[config.mk]
export PLATFORM = sky130hd
export DESIGN_NAME = ble_packet_rx
export DESIGN_NICKNAME = d
export VERILOG_FILES = /design/src/rtl/ble_pkg.sv /design/src/rtl/ble_crc24.sv /design/src/rtl/ble_packet_rx.sv
export SDC_FILE = /design/constraint.sdc
export NUM_CORES = 1
export LEC_CHECK = 0
export ABC_CLOCK_PERIOD_IN_PS = 4200
export CAP_MARGIN = 20
export CORE_UTILIZATION = 62
export CTS_CLUSTER_DIAMETER = 80
export DETAILED_ROUTE_END_ITERATION = 16
export MAX_ROUTING_LAYER = met4
export PLACE_DENSITY_LB_ADDON = 0.2
export SLEW_MARGIN = 10
export SYNTH_ARGS = -nofsm -noshare
export SYNTH_HDL_FRONTEND = slang
export SYNTH_SLANG_ARGS = --single-unit
[constraint.sdc]
create_clock -name clk -period 4.2 [get_ports clk]
set_clock_uncertainty 0.2 [all_clocks]
set_input_delay 0.42 -clock clk [delete_from_list [all_inputs] [get_ports clk]]
set_output_delay 0.42 -clock clk [all_outputs]
set_load 0.05 [all_outputs]
[src/rtl/ble_pkg.sv]
// Shared BLE link-layer constants, receiver state encoding and the CRC-24 step
// used by both the RX deframer and the TX-side CRC generator.
package ble_pkg;

  localparam logic [31:0] ADV_ACCESS_ADDR  = 32'h8E89BED6;
  localparam logic [23:0] ADV_CRC_INIT     = 24'h555555;
  localparam logic [23:0] CRC24_POLY       = 24'h00065B;
  localparam logic [7:0]  PREAMBLE_AA_LSB0 = 8'hAA;
  localparam logic [7:0]  PREAMBLE_AA_LSB1 = 8'h55;
  localparam int          WHITEN_TAP       = 4;

  typedef enum logic [1:0] {
    HUNT,
    HEADER,
    PAYLOAD,
    CRC
  } rx_state_t;

  // The preamble alternates starting with the same bit value as AA[0].
  function automatic logic [7:0] preamble_for(input logic [31:0] aa);
    return aa[0] ? PREAMBLE_AA_LSB1 : PREAMBLE_AA_LSB0;
  endfunction

  function automatic logic [23:0] crc24_step(input logic [23:0] crc, input logic d);
    logic fb;
    fb = crc[23] ^ d;
    return {crc[22:0], 1'b0} ^ (fb ? CRC24_POLY : 24'h000000);
  endfunction

endpackage

[src/rtl/ble_crc24.sv]
// Serial BLE CRC-24 LFSR. 'zero' reports whether the register will hold an
// all-zero residue after this cycle's update, so a receiver can flag it in step.
module ble_crc24
  import ble_pkg::*;
#(
  parameter logic [23:0] SEED = ADV_CRC_INIT
) (
  input  logic        clk,
  input  logic        reset,
  input  logic        init,
  input  logic        en,
  input  logic        din,
  output logic [23:0] crc,
  output logic        zero
);

  logic [23:0] crc_reg;
  logic [23:0] crc_next;

  always_comb begin
    crc_next = crc_reg;
    if (init) begin
      crc_next = SEED;
    end else if (en) begin
      crc_next = crc24_step(crc_reg, din);
    end
  end

  always_ff @(posedge clk) begin
    if (reset) begin
      crc_reg <= '0;
    end else begin
      crc_reg <= crc_next;
    end
  end

  assign crc  = crc_reg;
  assign zero = (crc_next == 24'h000000);

endmodule

[src/rtl/ble_packet_rx.sv]
// BLE link-layer receive deframer: preamble/AA hunt, header capture, payload
// bytes and CRC-24 check. Define BLE_DEWHITEN_EN to compile in dewhitening.
module ble_packet_rx
  import ble_pkg::*;
#(
  parameter logic [31:0] ACCESS_ADDR = ADV_ACCESS_ADDR,
  parameter logic [23:0] CRC_INIT    = ADV_CRC_INIT,
  parameter int          MAX_LEN     = 37
) (
  input  logic        clk,
  input  logic        reset,
  input  logic        bit_in,
  input  logic        bit_valid,
  input  logic [5:0]  chan_idx,
  output logic        sync_det,
  output logic [15:0] hdr,
  output logic        hdr_valid,
  output logic [7:0]  rx_byte,
  output logic        rx_byte_valid,
  output logic        pkt_done,
  output logic        crc_ok,
  output logic        pkt_err,
  output logic        busy
);

  localparam logic [7:0] PREAMBLE  = preamble_for(ACCESS_ADDR);
  localparam logic [7:0] MAX_LEN_B = 8'(MAX_LEN);

  rx_state_t   state_reg, state_next;
  logic [39:0] sr_reg, sr_next, sr_shift;
  logic [4:0]  bit_cnt_reg, bit_cnt_next, bit_cnt_inc;
  logic [7:0]  byte_cnt_reg, byte_cnt_next;
  logic [15:0] data_sr_reg, data_sr_next, data_shift;
  logic [15:0] hdr_reg, hdr_next;
  logic [7:0]  rx_byte_reg, rx_byte_next;
  logic        crc_ok_reg, crc_ok_next;
  logic        sync_det_reg, sync_det_next;
  logic        hdr_valid_reg, hdr_valid_next;
  logic        rx_byte_valid_reg, rx_byte_valid_next;
  logic        pkt_done_reg, pkt_done_next;
  logic        pkt_err_reg, pkt_err_next;

  logic        sync_hit;
  logic        pdu_bit;
  logic        d;
  logic        crc_zero;
  logic [23:0] crc_unused;

  assign pdu_bit  = bit_valid && (state_reg != HUNT);
  assign sr_shift = {bit_in, sr_reg[39:1]};
  assign sync_hit = bit_valid && (state_reg == HUNT) &&
                    (sr_shift[39:8] == ACCESS_ADDR) && (sr_shift[7:0] == PREAMBLE);

`ifdef BLE_DEWHITEN_EN
  logic [6:0] w_reg, w_next;

  assign d = bit_in ^ w_reg[6];

  // Seed puts chan_idx[0] in w[6] down to chan_idx[5] in w[1], with w[0] fixed at 1.
  always_comb begin
    w_next = w_reg;
    if (sync_hit) begin
      w_next = {chan_idx[0], chan_idx[1], chan_idx[2], chan_idx[3],
                chan_idx[4], chan_idx[5], 1'b1};
    end else if (pdu_bit) begin
      w_next = {w_reg[5:0], w_reg[6]};
      w_next[WHITEN_TAP] = w_reg[WHITEN_TAP-1] ^ w_reg[6];
    end
  end

  always_ff @(posedge clk) begin
    if (reset) begin
      w_reg <= '0;
    end else begin
      w_reg <= w_next;
    end
  end
`else
  logic unused_chan;
  assign unused_chan = ^chan_idx;
  assign d = bit_in;
`endif

  ble_crc24 #(
    .SEED (CRC_INIT)
  ) u_crc (
    .clk   (clk),
    .reset (reset),
    .init  (sync_hit),
    .en    (pdu_bit),
    .din   (d),
    .crc   (crc_unused),
    .zero  (crc_zero)
  );

  // Header and payload share one right-shifting assembler; a byte lands in [15:8].
  assign data_shift  = {d, data_sr_reg[15:1]};
  assign bit_cnt_inc = (bit_cnt_reg == 5'd31) ? bit_cnt_reg : bit_cnt_reg + 5'd1;

  always_comb begin
    state_next         = state_reg;
    sr_next            = sr_reg;
    bit_cnt_next       = bit_cnt_reg;
    byte_cnt_next      = byte_cnt_reg;
    data_sr_next       = data_sr_reg;
    hdr_next           = hdr_reg;
    rx_byte_next       = rx_byte_reg;
    crc_ok_next        = crc_ok_reg;
    sync_det_next      = 1'b0;
    hdr_valid_next     = 1'b0;
    rx_byte_valid_next = 1'b0;
    pkt_done_next      = 1'b0;
    pkt_err_next       = 1'b0;

    if (bit_valid) begin
      sr_next = sr_shift;
    end

    case (state_reg)
      HUNT: begin
        if (sync_hit) begin
          sync_det_next = 1'b1;
          sr_next       = '0;
          bit_cnt_next  = '0;
          byte_cnt_next = '0;
          state_next    = HEADER;
        end
      end
      HEADER: begin
        if (bit_valid) begin
          data_sr_next = data_shift;
          if (bit_cnt_reg == 5'd15) begin
            hdr_next       = data_shift;
            hdr_valid_next = 1'b1;
            bit_cnt_next   = '0;
            byte_cnt_next  = '0;
            if (data_shift[15:8] > MAX_LEN_B) begin
              pkt_err_next = 1'b1;
              state_next   = HUNT;
            end else if (data_shift[15:8] == 8'd0) begin
              state_next = CRC;
            end else begin
              state_next = PAYLOAD;
            end
          end else begin
            bit_cnt_next = bit_cnt_inc;
          end
        end
      end
      PAYLOAD: begin
        if (bit_valid) begin
          data_sr_next = data_shift;
          if (bit_cnt_reg == 5'd7) begin
            rx_byte_next       = data_shift[15:8];
            rx_byte_valid_next = 1'b1;
            bit_cnt_next       = '0;
            // hdr_reg[15:8] is the length latched at the end of the header.
            if (byte_cnt_reg == hdr_reg[15:8] - 8'd1) begin
              byte_cnt_next = '0;
              state_next    = CRC;
            end else begin
              byte_cnt_next = byte_cnt_reg + 8'd1;
            end
          end else begin
            bit_cnt_next = bit_cnt_inc;
          end
        end
      end
      CRC: begin
        if (bit_valid) begin
          if (bit_cnt_reg == 5'd23) begin
            pkt_done_next = 1'b1;
            crc_ok_next   = crc_zero;
            bit_cnt_next  = '0;
            state_next    = HUNT;
          end else begin
            bit_cnt_next = bit_cnt_inc;
          end
        end
      end
      default: state_next = HUNT;
    endcase
  end

  always_ff @(posedge clk) begin
    if (reset) begin
      state_reg         <= HUNT;
      sr_reg            <= '0;
      bit_cnt_reg       <= '0;
      byte_cnt_reg      <= '0;
      data_sr_reg       <= '0;
      hdr_reg           <= '0;
      rx_byte_reg       <= '0;
      crc_ok_reg        <= 1'b0;
      sync_det_reg      <= 1'b0;
      hdr_valid_reg     <= 1'b0;
      rx_byte_valid_reg <= 1'b0;
      pkt_done_reg      <= 1'b0;
      pkt_err_reg       <= 1'b0;
    end else begin
      state_reg         <= state_next;
      sr_reg            <= sr_next;
      bit_cnt_reg       <= bit_cnt_next;
      byte_cnt_reg      <= byte_cnt_next;
      data_sr_reg       <= data_sr_next;
      hdr_reg           <= hdr_next;
      rx_byte_reg       <= rx_byte_next;
      crc_ok_reg        <= crc_ok_next;
      sync_det_reg      <= sync_det_next;
      hdr_valid_reg     <= hdr_valid_next;
      rx_byte_valid_reg <= rx_byte_valid_next;
      pkt_done_reg      <= pkt_done_next;
      pkt_err_reg       <= pkt_err_next;
    end
  end

  assign sync_det      = sync_det_reg;
  assign hdr           = hdr_reg;
  assign hdr_valid     = hdr_valid_reg;
  assign rx_byte       = rx_byte_reg;
  assign rx_byte_valid = rx_byte_valid_reg;
  assign pkt_done      = pkt_done_reg;
  assign crc_ok        = crc_ok_reg;
  assign pkt_err       = pkt_err_reg;
  assign busy          = (state_reg != HUNT);

endmodule

---- Yosys cells after proc, flatten, opt, wreduce, memory -nomap -nowiden ----
Cells that the tools add are included.
word-level totals
  register bits ........................... 125
  output and inout port bits .............. 31
  logic and storage cells ................. 104
operators by class
  add/subtract/negate cells ............... 3
  order comparisons ....................... 1
  equal/unequal tests ..................... 18
  muxes and demuxes ....................... 38
  bitwise logic cells ..................... 8
  reduce and logical (&&, ||, !) cells .... 22
operator list
  kind                                                                              count
  40-bit 2-to-1 mux                                                                 3
  24-bit 2-to-1 mux                                                                 2
  8-bit 2-to-1 mux                                                                  6
  5-bit 2-to-1 mux                                                                  8
  32-bit == test (second input constant)                                            1
  24-bit logical NOT                                                                1
  8-bit case mux with 3 select lines                                                1
  24-bit bitwise XOR                                                                1
  5-bit case mux with 4 select lines                                                1
  2-bit 2-to-1 mux                                                                  9
  2-bit != test (second input constant)                                             8
  11-bit 2-to-1 mux                                                                 1
  5-bit == test (second input constant)                                             2
  3-bit AND reduction                                                               3
  3-bit OR reduction                                                                3
  8-bit by 1-bit adder with 8-bit output (second input constant)                    1
  8-bit == test                                                                     1
  8-bit == test (second input constant)                                             1
  8-bit by 6-bit greater-than comparator with 1-bit output (second input constant)  1
  8-bit logical NOT                                                                 1
  2-bit case mux with 4 select lines                                                1
  8-bit AND reduction                                                               1
  8-bit by 1-bit subtractor with 8-bit output (second input constant)               1
  1-bit 2-to-1 mux                                                                  6
  other kinds (16)                                                                  26

---- Longest topological paths before layout ----
  depth after elaboration ................. 6
  gate-level depth with buffers ........... 10

---- Modules after synthesis ----
From an unflattened synthesis, not the netlist that was laid out.
second synthesis, totals
  cell total of the unflattened synthesis .. 606
  area total of the unflattened synthesis .. 5422.7 sq um
by module, submodules not included
  module         instances  cells an instance  area an instance (sq um)  seq. area each (sq um)
  ble_packet_rx  1          482                4261.6                    1981.9
  ble_crc24      1          124                1161.1                    480.5

---- Worst setup path after synthesis ----
No wires, ideal clock.
  kind .................................... register to register
  start ................................... register hdr_reg[8] (netlist: hdr[8])
  end ..................................... register (tool-made name)
  library setup time ...................... 0.087 ns
  data arrival time ....................... 2.588 ns
  data required time ...................... 3.913 ns
  slack ................................... 1.325 ns
  cell stages (with the launch flop) ...... 9
  buffers on the path ..................... 0
  clock period less this slack ............ 2.875 ns
  path through ............................ dfxtp_1 > inv_1 > ha_1 > or3b_1 > or4_4 > a2111oi_4 > a21oi_1 > or2_0 > o31ai_1
RTL lines
  element                 line                  source
  from (decl)             ble_packet_rx.sv:34   logic [15:0] hdr_reg, hdr_next;
  from (signal assigned)  ble_packet_rx.sv:206  hdr_reg <= hdr_next;

---- Final worst setup path ----
  start ................................... register hdr_reg[8] (netlist: hdr[8])
  end ..................................... register byte_cnt_reg[3]
on the way
  word-level cells in the longest chain between the ends .. 6
RTL lines
  element                                      line                  source
  8-bit by 1-bit subtractor with 8-bit output  ble_packet_rx.sv:158  if (byte_cnt_reg == hdr_reg[15:8] - 8'd1) begin
  8-bit == test                                ble_packet_rx.sv:158
  8-bit 2-to-1 mux                             ble_packet_rx.sv:158
  8-bit 2-to-1 mux                             ble_packet_rx.sv:153  if (bit_cnt_reg == 5'd7) begin
  8-bit 2-to-1 mux                             ble_packet_rx.sv:151  if (bit_valid) begin
  8-bit case mux with 3 select lines           ble_packet_rx.sv:119  case (state_reg)
  to (signal assigned)                         ble_packet_rx.sv:204  byte_cnt_reg <= byte_cnt_next;
  to (decl)                                    ble_packet_rx.sv:32   logic [7:0] byte_cnt_reg, byte_cnt_next;
Every way passes these cells. The select of a mux whose other input is x is not followed.
A chain may end at the register's enable or synchronous reset.

==> impl_metrics.toml <==
[status]
status = "completed"

[logic_synthesis]
synth_compound_area_share_pct = 13.6
synth_xor_area_share_pct = 2.46
synthAdderAreaFrac_pct = 1.64
ys_warn_count = 0
synth_seq_cells = 123
synth-edff-count = 0
yosysUniqueCellTypes = 58
ys.flop_type = "dfxtp_1"
netlist_area_um2 = 5330
yosysTopAreaCellShare_pct = 46.2
synth-simple-area-share_pct = 23.6
synth_top_family_by_area = "simple AND/OR/NAND/NOR gates"
synth_top_area_cell = "dfxtp_1"
muxShareOfSynthArea_pct = 9.01
ys_top_cells_by_count = "123 x dfxtp_1, 123 x nand2_1, 68 x nor2_1, 58 x a21oi_1, 48 x mux2i_1"
netlist_instances = 626
synth_area_leaders = "dfxtp_1 46%, mux2i_1 9.0%, nand2_1 8.7%"
syn_nets = 643
synth-async-reset-ratio_pct = 0
avgSynthCellArea_um2 = 8.52
yosysSeqAreaShare_pct = 46.2

[final_layout]
multi_input_area_um2 = 2680
drive_gt1_share_pct = 8.10
regArea_um2 = 2460
antenna_cells = 0
finalNetCount = 671
area_growth_pct = 18.8
fill_cells = 594
largest_reg_flops = 39

[place]
io_buffers = 34
pre_cts_slack_ns = 1.11
place.gp.congestion = 0.924
dp_hpwl_um = 7420

[min_path]
worst_hold_path.endpoint = "bit_cnt_reg[4]"
min-delay-path-class = "in -> reg"
holdPathStages = 2
min-delay-start = "reset"

[drt]
drt_iter0_drc = 274
drt_wl_total_um = 12000
vias = 4548
dr.pass1.iters = 5
ant_nets = 0
wl_per_cell_um = 15.6
drc = 0
avgViaCountPerCell = 5.89

[timing]
layout_setup_ws_ns = 1.07
setup_viol_count_final = 0
fmax_mhz = 320
layout_min_cycle_time_ns = 3.13
maxSlewHeadroom_pct = 35.2
hold_viol = 0
worst_pin_slew_ns = 0.966
slew_violations = 0
finalCritPeriodShare_pct = 74.5
rsz0062_at_grt = "no"
tns_ns = 0

[power_and_ir_drop]
ir_drop_mv = 0.351
p_leak_nw = 2.29
power.density_nw_per_um2 = 441
power_w = 0.00280

[global_route]
grt_pass1_vias = 4275
grt_antenna_before_repair = 0
grt_first_pass_wirelength_um = 19700
grt_max_degree = 49
track_usage_pct = 29.1
grt_overflow = 0

[clock_tree]
numCtsBuffers = 17
cts_tree = "yes"
clk-insertion-delay-late_ns = 0.53
cts_root_buf = "clkbuf_8"
htreeDepth = 4
cts_max_path_buffers = 2
ctsResizeCount = 0
clk_pin_slew_ns = 0.06
clock_sinks = 123

[floorplanning]
fp-row-count = 33
die_area_um2 = 8980
die_h_um = 94.7
core_um2 = 8260
ioPinCount = 41
start_util_pct = 64.6
die_x_um = 94.7

[worst_setup_path]
reg2reg_to = "byte_cnt_reg[3]"
cp-end-kind = "register"
worst-r2r-setup-slack_ns = 1.07
r2r_cells = 8
path_max_fanout = 8
timing.rr.start = "hdr[8]"
required_ns = 4.44
critPathArrivalTime_ns = 3.37
worstSetupStartpointType = "register"
crit_type = "reg -> reg"

[flow_run]
drv_cap = 0
==> worst max path at each step <==
stage,from,to,slack (ns),depth (start not counted)
after global routing,hdr[8],byte_cnt_reg[6],0.85,8
after global placement,bit_in,sr_reg[28],1.13,8
after floorplan,hdr[8],register,1.33,8
after CTS,sr_reg[26],sr_reg[5],1.09,6
final,hdr[8],byte_cnt_reg[3],1.07,8
after detailed placement,bit_in,sr_reg[26],1.11,8
==> where the power goes <==
group | switching (W) | leakage, nW | internal, W
Clock | 0.000571 | 0.289 | 0.000918
Sequential | 0.00000660 | 0.991 | 0.00117
Combinational | 0.0000876 | 1.01 | 0.0000403
==> cells in the final DEF (no fill, tap or decap), types with 9 or more instances in the layout <==
master	n
o21ai_0	13
nand2_1	123
clkdlybuf4s50_1	32
a21oi_1	58
a31oi_1	9
o211ai_1	10
nor2_1	68
xnor2_1	13
nor3_1	12
inv_1	9
nand3_1	12
clkbuf_16	16
mux2i_1	48
dfxtp_1	123
==> metal layers <==
layer / global-route usage [%] / part of all wire [%] / vias up
li1: - / - / 2234
met5: - / 0 / -
met2: 49.0 / 51 / 118
met1: 34.0 / 44 / 2183
met3: 6.28 / 4.1 / 13
met4: 10.4 / 1.1 / 0
==> final cells by class <==
class | count | area share [%]
sequential | 123 | 38.9
clock buffer | 18 | 6.60
tap | 105 | 2.07
clock inverter | 14 | 2.94
inverter | 9 | 0.533
timing repair buffer | 44 | 6.64
multi-input combinational | 459 | 42.3
==> logic make-up (layout without fill, tap and decap cells) <==
kind of cell | after synthesis | count (layout)
fa+ha+maj | 7 | 7
simple gates | 273 | 273
buf+inv | 44 | 85
flops | 123 | 123
mux | 48 | 48
compound gates | 116 | 116
xor+xnor | 15 | 15
==> metrics by stage <==
step / utilization, % / instance area, µm² / std cells / hold WS (ns)
after floorplan: - / 5330 / 626 / 0.232
after global placement: 69.2 / 5710 / 738 / 0.246
after detailed placement: 69.2 / 5710 / 738 / 0.250
after CTS: 76.6 / 6330 / 771 / 0.179
after global routing: 76.7 / 6330 / 772 / 0.220
final: 76.7 / 6330 / 772 / 0.180
==> worst max-delay path: stages, from the launching register on <==
cell,delay (ns)
dfxtp_1,0.37
inv_1,0.08
ha_1,0.23
or3b_1,0.41
o31ai_1,0.34
a2111oi_4,0.14
a211oi_1,0.80
o21ai_2,0.24
o211ai_1,0.23
==> repair_timing <==
item / in CTS / in global routing
endpoints found under the hold margin: 1 / 0
setup buffers: 0 / 0
hold buffers: 1 / 0
(Power assumes the default switching activity.)
